===== config.mk =====
export PLATFORM = sky130hd
export DESIGN_NAME = uart_rx
export DESIGN_NICKNAME = d
export VERILOG_FILES = /design/src/rtl/uart_rx.sv
export SDC_FILE = /design/constraint.sdc
export NUM_CORES = 1
export LEC_CHECK = 0
export ABC_AREA = 1
export BUFFER_PORTS_ARGS = -buffer_cell sky130_fd_sc_hd__buf_2
export CAP_MARGIN = 5
export CORE_UTILIZATION = 30
export DETAILED_ROUTE_END_ITERATION = 16
export PLACE_DENSITY = 0.42
export SYNTH_ARGS = -nofsm -noshare
export SYNTH_HDL_FRONTEND = slang
export SYNTH_SLANG_ARGS = --single-unit

===== constraint.sdc =====
create_clock -name clk -period 4.9 [get_ports clk]
set_input_delay 0.49 -clock clk [delete_from_list [all_inputs] [get_ports clk]]
set_output_delay 0.49 -clock clk [all_outputs]
set_load 0.05 [all_outputs]

===== src/rtl/uart_rx.sv =====
`default_nettype none
// ----------------------------------------------------------------------------
// uart_rx : UART receiver, mid-bit sampling; UART_RX_MAJORITY_SAMPLE_EN selects
//           2-of-3 majority sampling around the bit centre.          Rev 1.0
// ----------------------------------------------------------------------------
module uart_rx #(
   parameter int DATA_WIDTH = 8
) (
   input  logic                  clk,
   input  logic                  rst,
   input  logic                  RX_IN,
   input  logic [5:0]            Prescale,
   input  logic                  PAR_EN,
   input  logic                  PAR_TYP,
   output logic [DATA_WIDTH-1:0] P_DATA,
   output logic                  Data_Valid,
   output logic                  Par_Err,
   output logic                  Stp_Err
);

   localparam int BW = $clog2(DATA_WIDTH + 3);
   localparam logic [BW-1:0] C_BIT_ONE  = BW'(1);
   localparam logic [BW-1:0] C_BIT_LAST = BW'(DATA_WIDTH);

   typedef enum logic [2:0] {
      IDLE   = 3'd0,
      START  = 3'd1,
      DATA   = 3'd2,
      PARITY = 3'd3,
      STOP   = 3'd4
   } state_e;

   state_e                  state_q, state_d;
   logic [5:0]              cnt_q, cnt_d;
   logic [BW-1:0]           bit_q, bit_d;
   logic [5:0]              presc_q, presc_d;
   logic                    par_en_q, par_en_d;
   logic                    par_typ_q, par_typ_d;
   logic [DATA_WIDTH-1:0]   shift_q, shift_d;
   logic                    perr_q, perr_d;
   logic [DATA_WIDTH-1:0]   data_q, data_d;
   logic                    dv_q, dv_d;
   logic                    pe_q, pe_d;
   logic                    se_q, se_d;

   logic [5:0]              w_mid;
   logic                    w_decide;
   logic                    w_sample;

   assign w_mid = {1'b0, presc_q[5:1]};

`ifdef UART_RX_MAJORITY_SAMPLE_EN
   // Two early samples are held so the decision lands one cycle after centre.
   logic s0_q, s1_q;

   always_ff @(posedge clk) begin
      if (rst) begin
         s0_q <= 1'b1;
         s1_q <= 1'b1;
      end else begin
         if (cnt_q == w_mid - 6'd1) s0_q <= RX_IN;
         if (cnt_q == w_mid)        s1_q <= RX_IN;
      end
   end

   assign w_decide = (cnt_q == w_mid + 6'd1);
   assign w_sample = (s0_q & s1_q) | (s0_q & RX_IN) | (s1_q & RX_IN);
`else
   assign w_decide = (cnt_q == w_mid);
   assign w_sample = RX_IN;
`endif

   always_ff @(posedge clk) begin
      if (rst) begin
         state_q   <= IDLE;
         cnt_q     <= 6'd0;
         bit_q     <= '0;
         presc_q   <= 6'd8;
         par_en_q  <= 1'b0;
         par_typ_q <= 1'b0;
         shift_q   <= '0;
         perr_q    <= 1'b0;
         data_q    <= '0;
         dv_q      <= 1'b0;
         pe_q      <= 1'b0;
         se_q      <= 1'b0;
      end else begin
         state_q   <= state_d;
         cnt_q     <= cnt_d;
         bit_q     <= bit_d;
         presc_q   <= presc_d;
         par_en_q  <= par_en_d;
         par_typ_q <= par_typ_d;
         shift_q   <= shift_d;
         perr_q    <= perr_d;
         data_q    <= data_d;
         dv_q      <= dv_d;
         pe_q      <= pe_d;
         se_q      <= se_d;
      end
   end

   always_comb begin
      state_d   = state_q;
      cnt_d     = cnt_q;
      bit_d     = bit_q;
      presc_d   = presc_q;
      par_en_d  = par_en_q;
      par_typ_d = par_typ_q;
      shift_d   = shift_q;
      perr_d    = perr_q;
      data_d    = data_q;
      dv_d      = 1'b0;
      pe_d      = 1'b0;
      se_d      = 1'b0;

      if (state_q != IDLE) begin
         if (cnt_q == presc_q - 6'd1) begin
            cnt_d = 6'd0;
            bit_d = bit_q + C_BIT_ONE;
         end else begin
            cnt_d = cnt_q + 6'd1;
         end
      end

      case (state_q)
         IDLE: begin
            // The falling-edge cycle is edge count 0, so the next cycle is 1.
            if (!RX_IN) begin
               state_d   = START;
               cnt_d     = 6'd1;
               bit_d     = '0;
               presc_d   = Prescale;
               par_en_d  = PAR_EN;
               par_typ_d = PAR_TYP;
               perr_d    = 1'b0;
            end
         end
         START: begin
            if (w_decide) state_d = w_sample ? IDLE : DATA;
         end
         DATA: begin
            if (w_decide) begin
               shift_d = {w_sample, shift_q[DATA_WIDTH-1:1]};
               if (bit_q == C_BIT_LAST) state_d = par_en_q ? PARITY : STOP;
            end
         end
         PARITY: begin
            if (w_decide) begin
               perr_d  = w_sample != (par_typ_q ? ~^shift_q : ^shift_q);
               state_d = STOP;
            end
         end
         STOP: begin
            if (w_decide) begin
               state_d = IDLE;
               pe_d    = perr_q;
               se_d    = ~w_sample;
               if (!perr_q && w_sample) begin
                  dv_d   = 1'b1;
                  data_d = shift_q;
               end
            end
         end
         default: state_d = IDLE;
      endcase

      if (state_q != IDLE && state_d == IDLE) begin
         cnt_d = 6'd0;
         bit_d = '0;
      end
   end

   assign P_DATA     = data_q;
   assign Data_Valid = dv_q;
   assign Par_Err    = pe_q;
   assign Stp_Err    = se_q;

endmodule
`default_nettype wire


==> results.py <==
metrics = {
    "clocking": {
        "cts-buffers-inserted": 5,
        "ctsResizeCount": 0,
        "clkSlewWorstSetupHoldPaths_ns": 0.08,
        "post_cts.repair.setup_buffers": 0,
        "hold_buffers": 0,
        "clkLatencyLatePin_ns": 0.29,
        "htree_num_levels": 2,
        "cts_tree": "built",
        "clock_sinks": 41,
        "cts_buffer_depth": 2,
        "root_buffer": "clkbuf_8",
    },
    "grt": {
        "grt_pass1_wl_um": 9780,
        "grt_usage": 0.147,
        "grt_start_max_net_pins": 30,
        "overflow": 0,
        "grt_pass1_vias": 2060,
        "antenna_found_initial": 0,
    },
    "yosys": {
        "synthTopCellsByArea": "dfxtp_1 35%, nand2_1 17%, inv_1 6.5%, nand3_1 6.4%, o21ai_0 6.2%",
        "synth_seq_cells": 41,
        "synth_area_per_cell_sq_um": 6.46,
        "synth_fp_nets": 380,
        "synth_cell_types": 29,
        "synth_top_area_frac": 0.348,
        "ys_seq_area_frac": 0.348,
        "yosysTopAreaCell": "dfxtp_1",
        "muxShareOfSynthArea": 0,
        "yosysWarnings": 0,
        "yosys.area_share.simple": 0.369,
        "synth-compound-area-share": 0.111,
        "synth_top_family_by_area": "simple AND/OR/NAND/NOR gates",
        "netlist_instances": 365,
        "synthAdderAreaFrac": 0.0212,
        "synth_area_sq_um": 2360,
        "synth_xor_area_frac": 0.0409,
    },
    "final_layout": {
        "final_cell_mix": "106 x nand2_1, 41 x dfxtp_1, 41 x inv_1",
        "drive_above_1_share": 0.154,
        "nets": 398,
        "antenna_cells": 0,
        "syn2layout_area_growth_pct": 12.5,
        "stdcell_area_sq_um": 2650,
        "final_cell_count_no_fill": 483,
        "final_common_cell": "nand2_1",
    },
    "setup_path": {
        "worstReg2RegStart": "presc_q[0]$_SDFFE_PP0P_",
        "startpoint_type": "register",
        "worstPathArrival_ns": 2.31,
        "reg2reg_to": "bit_q[2]$_SDFF_PP0_",
        "critPathKind": "reg -> reg",
        "max_stage_delay_ns": 0.40,
        "end_kind": "register",
        "cpMostUsedCell": "nand2_1",
        "rrSetupSlack_ns": 2.84,
        "cp_cell_sequence": "inv_1 -> ha_1 -> inv_1 -> nand2_1 -> nand2_1 -> nand3_1 -> nor2_1 -> nand3_2 -> nor2_4 -> nand2_1 -> nand2_1 -> nand2_1 -> nand2_1 -> nand2_1 -> inv_1",
        "worst_ep_required_time_ns": 5.14,
        "cp_max_fo": 9,
        "worst_path_max_delay_cell": "dfxtp_1",
        "rr_worst_depth": 15,
    },
    "pwr": {
        "irDropWorstVdd_mv": 0.116,
        "power_frac_seq": 0.471,
        "power_frac_clock": 0.378,
        "p_sw_frac": 0.281,
        "switchingPower_uw": 213,
        "powerDensity_nw_per_um2": 286,
        "power_frac_comb": 0.151,
        "p_int_uw": 545,
        "p_leak_uw": 0.00135,
    },
    "min_path": {
        "holdCritStartpoint": "rst",
        "min_to": "state_q[2]$_SDFF_PP0_",
        "min_path_type": "in -> reg",
        "min_delay_path_depth": 2,
    },
    "run_status": {
        "outcome": "finished, final reports clean",
    },
    "drt": {
        "vias": 2206,
        "drc": 0,
        "routed_wl_um": 5710,
        "wl_per_cell_um": 11.8,
        "drt_iter0_drc": 75,
        "drt_first_pass_iters": 4,
        "ant_nets": 0,
        "via_per_inst": 4.57,
    },
    "floorplan": {
        "fp.dieArea_sq_um": 8220,
        "die_w_um": 90.6,
        "ios": 22,
        "initial_core_util": 0.318,
        "coreArea_sq_um": 7410,
        "row_count": 31,
        "die_height_um": 90.6,
    },
    "timing": {
        "holdWs_ns": 0.388,
        "period_share": 0.421,
        "setup_slack_ns": 2.84,
        "slew_viol_final": 0,
        "fmax_mhz": 484,
        "rsz0062_at_grt": "no",
        "finClkSkew_ns": 0.00380,
        "layout_min_cycle_time_ns": 2.06,
        "maxSlewHeadroom": 0.484,
        "tightest_slew_ns": 0.773,
        "totalNegativeSetupSlack_ns": 0,
        "final_hold_viol_count": 0,
        "setup_viol_count_final": 0,
    },
    "place": {
        "dpl_cell_area_sq_um": 2530,
        "place_ws_ns": 2.82,
        "hpwl_um": 4250,
        "port_buffers": 21,
        "gp_congestion": 0.818,
        "place_inst": 475,
    },
    "flow_run": {
        "maxCapViolCount": 0,
    },
}
final cells by class:
| type | count | area, sq um |
|---|---|---|
| Fill cell | 828 | 4760 |
| Multi-Input combinational cell | 260 | 1280 |
| Sequential cell | 41 | 821 |
| Inverter | 54 | 203 |
| Tap cell | 99 | 124 |
| Timing Repair Buffer | 21 | 105 |
| Clock buffer | 6 | 82.6 |
| Clock inverter | 2 | 37.5 |
routing by layer:
metal / vias to the layer above / track usage / routed length (um)
li1: 1183 / - / -
met1: 997 / 0.192 / 2870
met2: 24 / 0.247 / 2660
met3: 2 / 0.0261 / 136
met4: 0 / 0.0403 / 40
met5: - / 0 / 0
logic make-up (layout without fill, tap and decap cells):
group,Yosys count,in the layout
AOI/OAI and AO/OA,51,51
xor gates and xnor gates,11,11
adders and majority gates,4,4
buffers and inverters,64,83
DFF,41,41
and+or+nand+nor,194,194
flip-flops by register name (all words and copies together), names as in the netlist:
register,cells
Stp_Err,1
bit_q,4
P_DATA,8
Par_Err,1
presc_q,6
par_en_q,1
Data_Valid,1
par_typ_q,1
perr_q,1
state_q,3
cnt_q,6
shift_q,8
Yosys cell counts:
cell,instances
inv_1,41
buf_4,1
buf_2,3
a21oi_1,16
nor3_1,4
inv_2,13
ha_1,4
nand3_1,30
a31oi_1,1
dfxtp_1,41
o21ai_0,29
nand2_2,3
nor2_1,33
xnor2_1,3
nand4_4,1
nand3_2,3
buf_6,1
nor2_4,2
xor2_1,8
nand4_1,4
nor2_2,5
o32ai_1,1
or2_2,2
clkbuf_1,4
nand2_1,106
nand3_4,1
o21ai_1,3
clkbuf_2,1
o211ai_1,1
worst max-delay path by stage:
stage                                      to  depth (start not counted)  slack [ns]                    start
final                     bit_q[2]$_SDFF_PP0_                         15        2.84  presc_q[0]$_SDFFE_PP0P_
after global routing      cnt_q[2]$_SDFF_PP0_                         12        2.55      cnt_q[2]$_SDFF_PP0_
after CTS                 bit_q[2]$_SDFF_PP0_                         15        2.80  presc_q[0]$_SDFFE_PP0P_
after detailed placement  bit_q[2]$_SDFF_PP0_                         15        2.82  presc_q[0]$_SDFFE_PP0P_
after global placement    bit_q[2]$_SDFF_PP0_                         15        2.76  presc_q[0]$_SDFFE_PP0P_
after floorplan           bit_q[0]$_SDFF_PP0_                         15        3.20  presc_q[0]$_SDFFE_PP0P_
power groups by stage:
stage               sequential (uW)  clock (uW)  combinational (uW)
floorplan                       360           0                90.0
global placement                365           0                 117
finish                          357         287                 115
CTS                             357         300                 117
global route                    359         316                 135
detailed placement              365           0                 116
metrics by stage:
step | total power (uW) | utilization
final | 759 | 0.358
after global routing | 810 | 0.358
after CTS | 774 | 0.358
after detailed placement | 481 | 0.342
after global placement | 482 | 0.342
after floorplan | 450 | -
worst max-delay path, delay by kind of cell, from the launching register on:
| family | cells | cell delay (ns) |
|---|---|---|
| adders and majority gates | 1 | 0.34 |
| buffers and inverters | 3 | 0.26 |
| DFF | 1 | 0.40 |
| and+or+nand+nor | 11 | 1.03 |
No activity file was read; power rests on OpenSTA's default activity.
